[src/rtl/climate_scan_controller_if.sv]
// Sensor/actuator/config bundle for climate_scan_controller.
//  master : controller side (drives smp_req/smp_room, actuator enables, status)
//  slave  : environment side (drives cfg_*, smp_ack/smp_data)
interface climate_scan_controller_if #(
  parameter int unsigned N_ROOMS = 4,
  parameter int unsigned TW      = 6
);
  localparam int unsigned RW = (N_ROOMS > 1) ? $clog2(N_ROOMS) : 1;

  logic               cfg_we;
  logic [TW-1:0]      cfg_hot;
  logic [TW-1:0]      cfg_cold;
  logic               cfg_err;
  logic               smp_req;
  logic [RW-1:0]      smp_room;
  logic               smp_ack;
  logic [TW-1:0]      smp_data;
  logic [N_ROOMS-1:0] heat_on;
  logic [N_ROOMS-1:0] cool_on;
  logic [N_ROOMS-1:0] fault;
  logic               alarm_hot;
  logic               alarm_cold;
  logic               busy;
  logic               overrun;

  modport master (
    input  cfg_we, cfg_hot, cfg_cold, smp_ack, smp_data,
    output cfg_err, smp_req, smp_room, heat_on, cool_on, fault,
           alarm_hot, alarm_cold, busy, overrun
  );

  modport slave (
    output cfg_we, cfg_hot, cfg_cold, smp_ack, smp_data,
    input  cfg_err, smp_req, smp_room, heat_on, cool_on, fault,
           alarm_hot, alarm_cold, busy, overrun
  );
endinterface

[src/rtl/climate_scan_controller.sv]
// Periodic round-robin temperature scanner. Polls each room sensor over a
// req/ack port, filters out-of-band readings (confirmation count + hysteresis)
// and drives per-room heater/cooler enables plus global alarms.
// Ports:
//  clk  - system clock, rising edge
//  rst  - asynchronous active-low reset
//  bus  - climate_scan_controller_if.master: config write, sample req/ack,
//         heat_on/cool_on/fault vectors, alarm_hot/alarm_cold, busy, overrun
module climate_scan_controller #(
  parameter int unsigned N_ROOMS     = 4,
  parameter int unsigned TW          = 6,
  parameter int unsigned CONFIRM     = 3,
  parameter int unsigned HYST        = 1,
  parameter int unsigned SCAN_PERIOD = 1000,
  parameter int unsigned ACK_TIMEOUT = 15
) (
  input logic                    clk,
  input logic                    rst,
  climate_scan_controller_if.master bus
);
  localparam int unsigned RW = (N_ROOMS > 1) ? $clog2(N_ROOMS) : 1;
  localparam int unsigned PW = (SCAN_PERIOD > 1) ? $clog2(SCAN_PERIOD) : 1;
  localparam int unsigned AW = (ACK_TIMEOUT > 0) ? $clog2(ACK_TIMEOUT + 1) : 1;
  localparam int unsigned CW = 4;
  localparam int unsigned XW = TW + 1;

  typedef enum logic [1:0] {IDLE, REQ, EVAL, NEXT} state_t;

  state_t             state;
  logic [RW-1:0]      room;
  logic [AW-1:0]      wait_cnt;
  logic [TW-1:0]      sample;
  logic               timed_out;
  logic [PW-1:0]      tick_cnt;
  logic               scan_pending;
  logic [TW-1:0]      thr_hot;
  logic [TW-1:0]      thr_cold;
  logic [CW-1:0]      cnt_h [N_ROOMS];
  logic [CW-1:0]      cnt_c [N_ROOMS];
  logic [N_ROOMS-1:0] heat_q;
  logic [N_ROOMS-1:0] cool_q;
  logic [N_ROOMS-1:0] fault_q;
  logic               smp_req_q;
  logic               cfg_err_q;
  logic               alarm_hot_q;
  logic               alarm_cold_q;
  logic               busy_q;
  logic               overrun_q;

  logic               tick_wrap;
  logic               scan_start;

  assign tick_wrap  = (tick_cnt == PW'(SCAN_PERIOD - 1));
  assign scan_start = (state == IDLE) && scan_pending;

  assign bus.cfg_err    = cfg_err_q;
  assign bus.smp_req    = smp_req_q;
  assign bus.smp_room   = room;
  assign bus.heat_on    = heat_q;
  assign bus.cool_on    = cool_q;
  assign bus.fault      = fault_q;
  assign bus.alarm_hot  = alarm_hot_q;
  assign bus.alarm_cold = alarm_cold_q;
  assign bus.busy       = busy_q;
  assign bus.overrun    = overrun_q;

  // Next per-room state for the room under evaluation
  logic [XW-1:0]      d;
  logic               is_hot;
  logic               is_cold;
  logic [CW-1:0]      h_nx;
  logic [CW-1:0]      c_nx;
  logic [N_ROOMS-1:0] heat_vec_nx;
  logic [N_ROOMS-1:0] cool_vec_nx;

  always_comb begin
    d           = XW'(sample);
    is_hot      = d > XW'(thr_hot);
    is_cold     = d < XW'(thr_cold);
    h_nx        = cnt_h[room];
    c_nx        = cnt_c[room];
    heat_vec_nx = heat_q;
    cool_vec_nx = cool_q;
    if (timed_out) begin
      h_nx              = '0;
      c_nx              = '0;
      heat_vec_nx[room] = 1'b0;
      cool_vec_nx[room] = 1'b0;
    end else if (cool_q[room]) begin
      if (d + XW'(HYST) <= XW'(thr_hot)) cool_vec_nx[room] = 1'b0;
    end else if (heat_q[room]) begin
      if (d >= XW'(thr_cold) + XW'(HYST)) heat_vec_nx[room] = 1'b0;
    end else begin
      if (is_hot) begin
        h_nx = cnt_h[room] + CW'(1);
        c_nx = '0;
      end else if (is_cold) begin
        c_nx = cnt_c[room] + CW'(1);
        h_nx = '0;
      end else begin
        h_nx = '0;
        c_nx = '0;
      end
      if (h_nx == CW'(CONFIRM)) begin
        cool_vec_nx[room] = 1'b1;
        h_nx              = '0;
        c_nx              = '0;
      end else if (c_nx == CW'(CONFIRM)) begin
        heat_vec_nx[room] = 1'b1;
        h_nx              = '0;
        c_nx              = '0;
      end
    end
  end

  // Tick generator; at most one scan request is ever held pending
  always_ff @(posedge clk or negedge rst) begin
    if (!rst) begin
      tick_cnt     <= '0;
      scan_pending <= 1'b0;
      overrun_q    <= 1'b0;
    end else begin
      tick_cnt  <= tick_wrap ? '0 : tick_cnt + PW'(1);
      overrun_q <= tick_wrap && scan_pending && !scan_start;
      if (tick_wrap)       scan_pending <= 1'b1;
      else if (scan_start) scan_pending <= 1'b0;
    end
  end

  // Scan FSM with registered outputs; thresholds only change while idle
  always_ff @(posedge clk or negedge rst) begin
    if (!rst) begin
      state        <= IDLE;
      room         <= '0;
      wait_cnt     <= '0;
      sample       <= '0;
      timed_out    <= 1'b0;
      thr_hot      <= TW'(28);
      thr_cold     <= TW'(17);
      heat_q       <= '0;
      cool_q       <= '0;
      fault_q      <= '0;
      smp_req_q    <= 1'b0;
      cfg_err_q    <= 1'b0;
      alarm_hot_q  <= 1'b0;
      alarm_cold_q <= 1'b0;
      busy_q       <= 1'b0;
      for (int i = 0; i < int'(N_ROOMS); i++) begin
        cnt_h[i] <= '0;
        cnt_c[i] <= '0;
      end
    end else begin
      cfg_err_q <= 1'b0;
      case (state)
        IDLE: begin
          if (bus.cfg_we) begin
            if (bus.cfg_cold < bus.cfg_hot) begin
              thr_hot  <= bus.cfg_hot;
              thr_cold <= bus.cfg_cold;
            end else begin
              cfg_err_q <= 1'b1;
            end
          end
          if (scan_start) begin
            state    <= REQ;
            room     <= '0;
            wait_cnt <= '0;
            busy_q   <= 1'b1;
          end
        end
        REQ: begin
          // Ack only counts once the request is visible on the port
          if (smp_req_q && bus.smp_ack) begin
            sample    <= bus.smp_data;
            timed_out <= 1'b0;
            smp_req_q <= 1'b0;
            state     <= EVAL;
          end else if (wait_cnt == AW'(ACK_TIMEOUT)) begin
            timed_out <= 1'b1;
            smp_req_q <= 1'b0;
            state     <= EVAL;
          end else begin
            wait_cnt  <= wait_cnt + AW'(1);
            smp_req_q <= 1'b1;
          end
        end
        EVAL: begin
          cnt_h[room]   <= h_nx;
          cnt_c[room]   <= c_nx;
          heat_q        <= heat_vec_nx;
          cool_q        <= cool_vec_nx;
          fault_q[room] <= timed_out;
          alarm_hot_q   <= |cool_vec_nx;
          alarm_cold_q  <= |heat_vec_nx;
          state         <= NEXT;
        end
        NEXT: begin
          if (room == RW'(N_ROOMS - 1)) begin
            state  <= IDLE;
            busy_q <= 1'b0;
          end else begin
            room     <= room + RW'(1);
            wait_cnt <= '0;
            state    <= REQ;
          end
        end
        default: state <= IDLE;
      endcase
    end
  end
endmodule

[src/flat_wrapper.sv]
// flat-port wrapper written by rule: the top's interface ports become plain ports
module climate_scan_controller_flat 
#(
  parameter int unsigned N_ROOMS     = 4,
  parameter int unsigned TW          = 6,
  parameter int unsigned CONFIRM     = 3,
  parameter int unsigned HYST        = 1,
  parameter int unsigned SCAN_PERIOD = 1000,
  parameter int unsigned ACK_TIMEOUT = 15
)
  (clk, rst, bus_cfg_we, bus_cfg_hot, bus_cfg_cold, bus_smp_ack, bus_smp_data, bus_cfg_err, bus_smp_req, bus_smp_room, bus_heat_on, bus_cool_on, bus_fault, bus_alarm_hot, bus_alarm_cold, bus_busy, bus_overrun);
  climate_scan_controller_if #(.N_ROOMS(N_ROOMS), .TW(TW)) bus_i ();
  input logic clk;
  input logic rst;
  input wire logic [$bits(bus_i.cfg_we)-1:0] bus_cfg_we;
  input wire logic [$bits(bus_i.cfg_hot)-1:0] bus_cfg_hot;
  input wire logic [$bits(bus_i.cfg_cold)-1:0] bus_cfg_cold;
  input wire logic [$bits(bus_i.smp_ack)-1:0] bus_smp_ack;
  input wire logic [$bits(bus_i.smp_data)-1:0] bus_smp_data;
  output wire logic [$bits(bus_i.cfg_err)-1:0] bus_cfg_err;
  output wire logic [$bits(bus_i.smp_req)-1:0] bus_smp_req;
  output wire logic [$bits(bus_i.smp_room)-1:0] bus_smp_room;
  output wire logic [$bits(bus_i.heat_on)-1:0] bus_heat_on;
  output wire logic [$bits(bus_i.cool_on)-1:0] bus_cool_on;
  output wire logic [$bits(bus_i.fault)-1:0] bus_fault;
  output wire logic [$bits(bus_i.alarm_hot)-1:0] bus_alarm_hot;
  output wire logic [$bits(bus_i.alarm_cold)-1:0] bus_alarm_cold;
  output wire logic [$bits(bus_i.busy)-1:0] bus_busy;
  output wire logic [$bits(bus_i.overrun)-1:0] bus_overrun;
  assign bus_i.cfg_we = bus_cfg_we;
  assign bus_i.cfg_hot = bus_cfg_hot;
  assign bus_i.cfg_cold = bus_cfg_cold;
  assign bus_i.smp_ack = bus_smp_ack;
  assign bus_i.smp_data = bus_smp_data;
  assign bus_cfg_err = bus_i.cfg_err;
  assign bus_smp_req = bus_i.smp_req;
  assign bus_smp_room = bus_i.smp_room;
  assign bus_heat_on = bus_i.heat_on;
  assign bus_cool_on = bus_i.cool_on;
  assign bus_fault = bus_i.fault;
  assign bus_alarm_hot = bus_i.alarm_hot;
  assign bus_alarm_cold = bus_i.alarm_cold;
  assign bus_busy = bus_i.busy;
  assign bus_overrun = bus_i.overrun;
  climate_scan_controller #(.N_ROOMS(N_ROOMS), .TW(TW), .CONFIRM(CONFIRM), .HYST(HYST), .SCAN_PERIOD(SCAN_PERIOD), .ACK_TIMEOUT(ACK_TIMEOUT)) u_core (.clk(clk), .rst(rst), .bus(bus_i));
endmodule
[config.mk]
export PLATFORM = sky130hd
export DESIGN_NAME = climate_scan_controller_flat
export DESIGN_NICKNAME = d
export VERILOG_FILES = /design/src/rtl/climate_scan_controller_if.sv /design/src/rtl/climate_scan_controller.sv /design/src/flat_wrapper.sv
export SDC_FILE = /design/constraint.sdc
export NUM_CORES = 1
export LEC_CHECK = 0
export ABC_AREA = 1
export CAP_MARGIN = 20
export CORE_ASPECT_RATIO = 0.7
export CORE_UTILIZATION = 35
export DETAILED_ROUTE_END_ITERATION = 8
export PLACE_DENSITY = 0.6
export RECOVER_POWER = 50
export REMOVE_ABC_BUFFERS = 1
export SYNTH_ARGS = -nofsm -noshare
export SYNTH_HDL_FRONTEND = slang
export SYNTH_SLANG_ARGS = --single-unit
[constraint.sdc]
create_clock -name clk -period 2.6 [get_ports clk]
set_clock_uncertainty 0.15 [all_clocks]
set_input_delay 0.52 -clock clk [delete_from_list [all_inputs] [get_ports clk]]
set_output_delay 0.52 -clock clk [all_outputs]
set_load 0.02 [all_outputs]
==> impl_results.md <==
- Outcome: completed
- Post-synth ARST share: 1.00
- Port-buffer cells: 41
- Design area: 6800 um2
- Leading area contributor after synthesis: dfrtp_1
- Via-to-Cell Ratio: 4.81
- DR WL/cell: 13.4 um
- Pleak: 3.35 nW
- Slew Limit Fails: 0
- Worst-path fanout max: 4
- First-pass GRT wire length: 23,600 um
- Most common cell after layout, fill and taps aside: nand2_1
- Combinational power share: 0.596
- Routed WL: 13,800 um
- Fraction of power consumed by sequential logic: 0.258
- GRT Total Usage: 0.181
- Starting Density: 0.359
- Post-synth EDFFs: 0
- Tcrit/Tclk final: 0.958
- Layout area overhead: 22.2%
- Final Setup Violations: 0
- Die Footprint: 16,400 um2
- Iteration-0 DRC Markers: 301
- RSZ-0062 raised after global routing: true
- Top cell type's share of synthesized area: 0.373
- Synth warn: 0
- Initial antenna violation count: 0
- Crit path from: u_core.thr_cold[0]
- CTS Buf Count: 9
- Site Rows: 38
- Maxcap violations: 0
- CP Class: register to register
- Clock slew at reported path FFs: 0.06 ns
- HPWL Detailed: 10,300 um
- DRC violations left: 0
- Nets: 892
- Worst Setup Start Kind: register
- Max Freq: 402 MHz
- Chip height: 107 um
- Cell area after synthesis: 5560 um2
- Crit path DAT: 2.61 ns
- Worst slew margin: 0.383
- Power Total: 8.68 mW
- Core Region: 15,500 um2
- Minimum clock period: 2.49 ns
- Antenna Nets Post-Route: 0
- Die width: 153 um
- Clock latency at the later pin of the worst-skew pair: 0.34 ns
- Fin. Hold Viols: 0
- Hold_ws: 0.331 ns
- Sequential area share after synthesis: 0.397
- Remaining Overflow, GRT: 0
- R2r startpoint: u_core.thr_cold[0]
- DRT Pass-1 Iters: 6
- Most frequent cells in the layout: nand2_1 (242), inv_1 (82), dfrtp_1 (82)
- Reg2reg path depth: 17
- CTS max path bufs: 2
- Class of the worst hold path: register to register
- H-Tree Depth: 3
- Clk root buf: clkbuf_16
- Switching power: 4.12 mW
- # diodes: 0
- Worst path required time: 2.72 ns
- Ys flop type: dfrtp_1
- WHS Path Cells: 2
- # IOs: 42
- Largest net degree at the start of global routing: 35
- Gpl congestion: 0.829
- P_int: 4.56 mW
- CTS tree: yes
- TritonCTS Sinks: 88
- Power density over the cells: 1280 nW/um2
- Net Sw Frac: 0.475
- HP Start: u_core.cnt_c[1]
- Setup crit end kind: register
- Share of cells above drive strength 1: 0.120
- Synth top area cells: dfrtp_1 (37%), nand2_1 (17%), ha_1 (9.9%), inv_1 (5.7%), o21ai_0 (5.1%)
- Post-Synthesis Cells: 756
- Yosys reg bits: 88
- Peak supply drop: 489 uV
- Dpl cell area: 6380 um2
- Average size of a mapped cell: 7.36 um2
- DR vias: 4,963
- Clock power frac: 0.147
- Netlist cell types: 42
- Worst-margin pin slew: 0.925 ns
- Vias in the first global route: 4,728
==> metrics by stage <==
step           setup slack, ns  setup TNS [ns]   util  std cells
4_1_cts                0.00365               0  0.431       1029
5_1_grt                 -0.122          -0.368  0.439       1031
2_1_floorplan           0.0219               0      -        738
6_report                 0.110               0  0.439       1031
3_5_place_dp            0.0269               0  0.412       1012
3_3_place_gp            0.0233               0  0.412       1012
==> worst paths after layout <==
| check | end | slack, ns |
|---|---|---|
| setup / recovery | u_core.bus.alarm_cold | 0.11 |
| min in group asynchronous | u_core.tick_cnt[4] | 0.69 |
| hold reg to reg | u_core.cnt_c[1] | 0.33 |
| hold / removal | u_core.cnt_c[1] | 0.33 |
| max in group asynchronous | u_core.bus.heat_on[0] | 0.35 |
| setup reg to reg | u_core.bus.alarm_cold | 0.11 |
==> cell type report <==
type                    count  area (um2)
well taps                 200         250
inverters                  90         344
repair buffers             77         673
clock buffers              13         270
clock inverters             3        23.8
fillers                  1598        8700
flip-flops and latches     88        2210
multi-input cells         560        3030
==> cells in the mapped netlist, types with 2 or more instances <==
| cell | count |
|---|---|
| nor2_4 | 2 |
| nor3b_1 | 2 |
| nand3_2 | 2 |
| nand2_1 | 247 |
| dfstp_2 | 5 |
| o21ai_0 | 57 |
| o22ai_2 | 2 |
| inv_1 | 84 |
| nand2_2 | 6 |
| o21ai_1 | 11 |
| buf_6 | 3 |
| a21oi_1 | 22 |
| nand3_1 | 51 |
| a31oi_1 | 3 |
| a21o_1 | 2 |
| xor2_1 | 10 |
| nor2_1 | 60 |
| inv_2 | 5 |
| nand4_1 | 12 |
| nand3b_1 | 2 |
| clkbuf_1 | 11 |
| buf_4 | 3 |
| nor3_1 | 9 |
| dfrtp_1 | 83 |
| o21a_1 | 2 |
| ha_1 | 44 |
==> worst max-delay path, stage by stage, from the launching register on <==
cell and delay (ns):
dfstp_2 0.58, ha_4 0.16, nand2_4 0.05, o21ai_2 0.12, o21ai_1 0.07, ha_1 0.32, a21o_1 0.17, nand3_1 0.07
nand2_1 0.06, inv_2 0.07, nand4_1 0.07, nand2_1 0.08, nand2_1 0.04, nand2_1 0.09, nand2_2 0.08, nand3_2 0.06
nor2_2 0.03, a21oi_1 0.13
==> kinds of logic after synthesis <==
family / after synthesis / synth area share
adders and majority gates: 44 / 0.0990
AOI/OAI and AO/OA: 106 / 0.104
muxes: 1 / 0.00202
and+or+nand+nor: 398 / 0.301
buffers and inverters: 108 / 0.0792
DFF: 88 / 0.397
xor gates and xnor gates: 11 / 0.0173
==> state kept, by name (all words and copies together) (netlist names), 4 cells and up <==
name / flops
u_core.wait_cnt: 4
u_core.sample: 6
u_core.thr_cold: 6
u_core.bus.heat_on: 4
u_core.bus.fault: 4
u_core.thr_hot: 6
u_core.bus.cool_on: 4
u_core.cnt_h: 16
u_core.cnt_c: 16
u_core.tick_cnt: 10
==> metal layers <==
| layer | routed length [um] | up-vias | GRT usage |
|---|---|---|---|
| met4 | 124 | 0 | 0.0476 |
| met5 | 0 | - | 0 |
| met1 | 7460 | 2298 | 0.270 |
| li1 | - | 2585 | - |
| met3 | 470 | 11 | 0.0298 |
| met2 | 5790 | 69 | 0.269 |
==> power by group through the flow <==
stage | registers (mW) | logic (mW) | clock network (mW)
floorplan | 2.33 | 3.15 | 0
global placement | 2.23 | 4.84 | 0
CTS | 2.21 | 4.91 | 1.31
global route | 2.30 | 5.90 | 1.37
finish | 2.24 | 5.17 | 1.27
detailed placement | 2.23 | 4.88 | 0
==> timing repair <==
item                                   in CTS  in global routing
resized for setup                           1                 33
hold buffers                                1                  0
setup endpoints to repair                   1                 29
setup buffers                               0                  2
endpoints found under the hold margin       2                  0
pin swaps                                   0                 14
No activity file was read; power rests on OpenSTA's default activity.
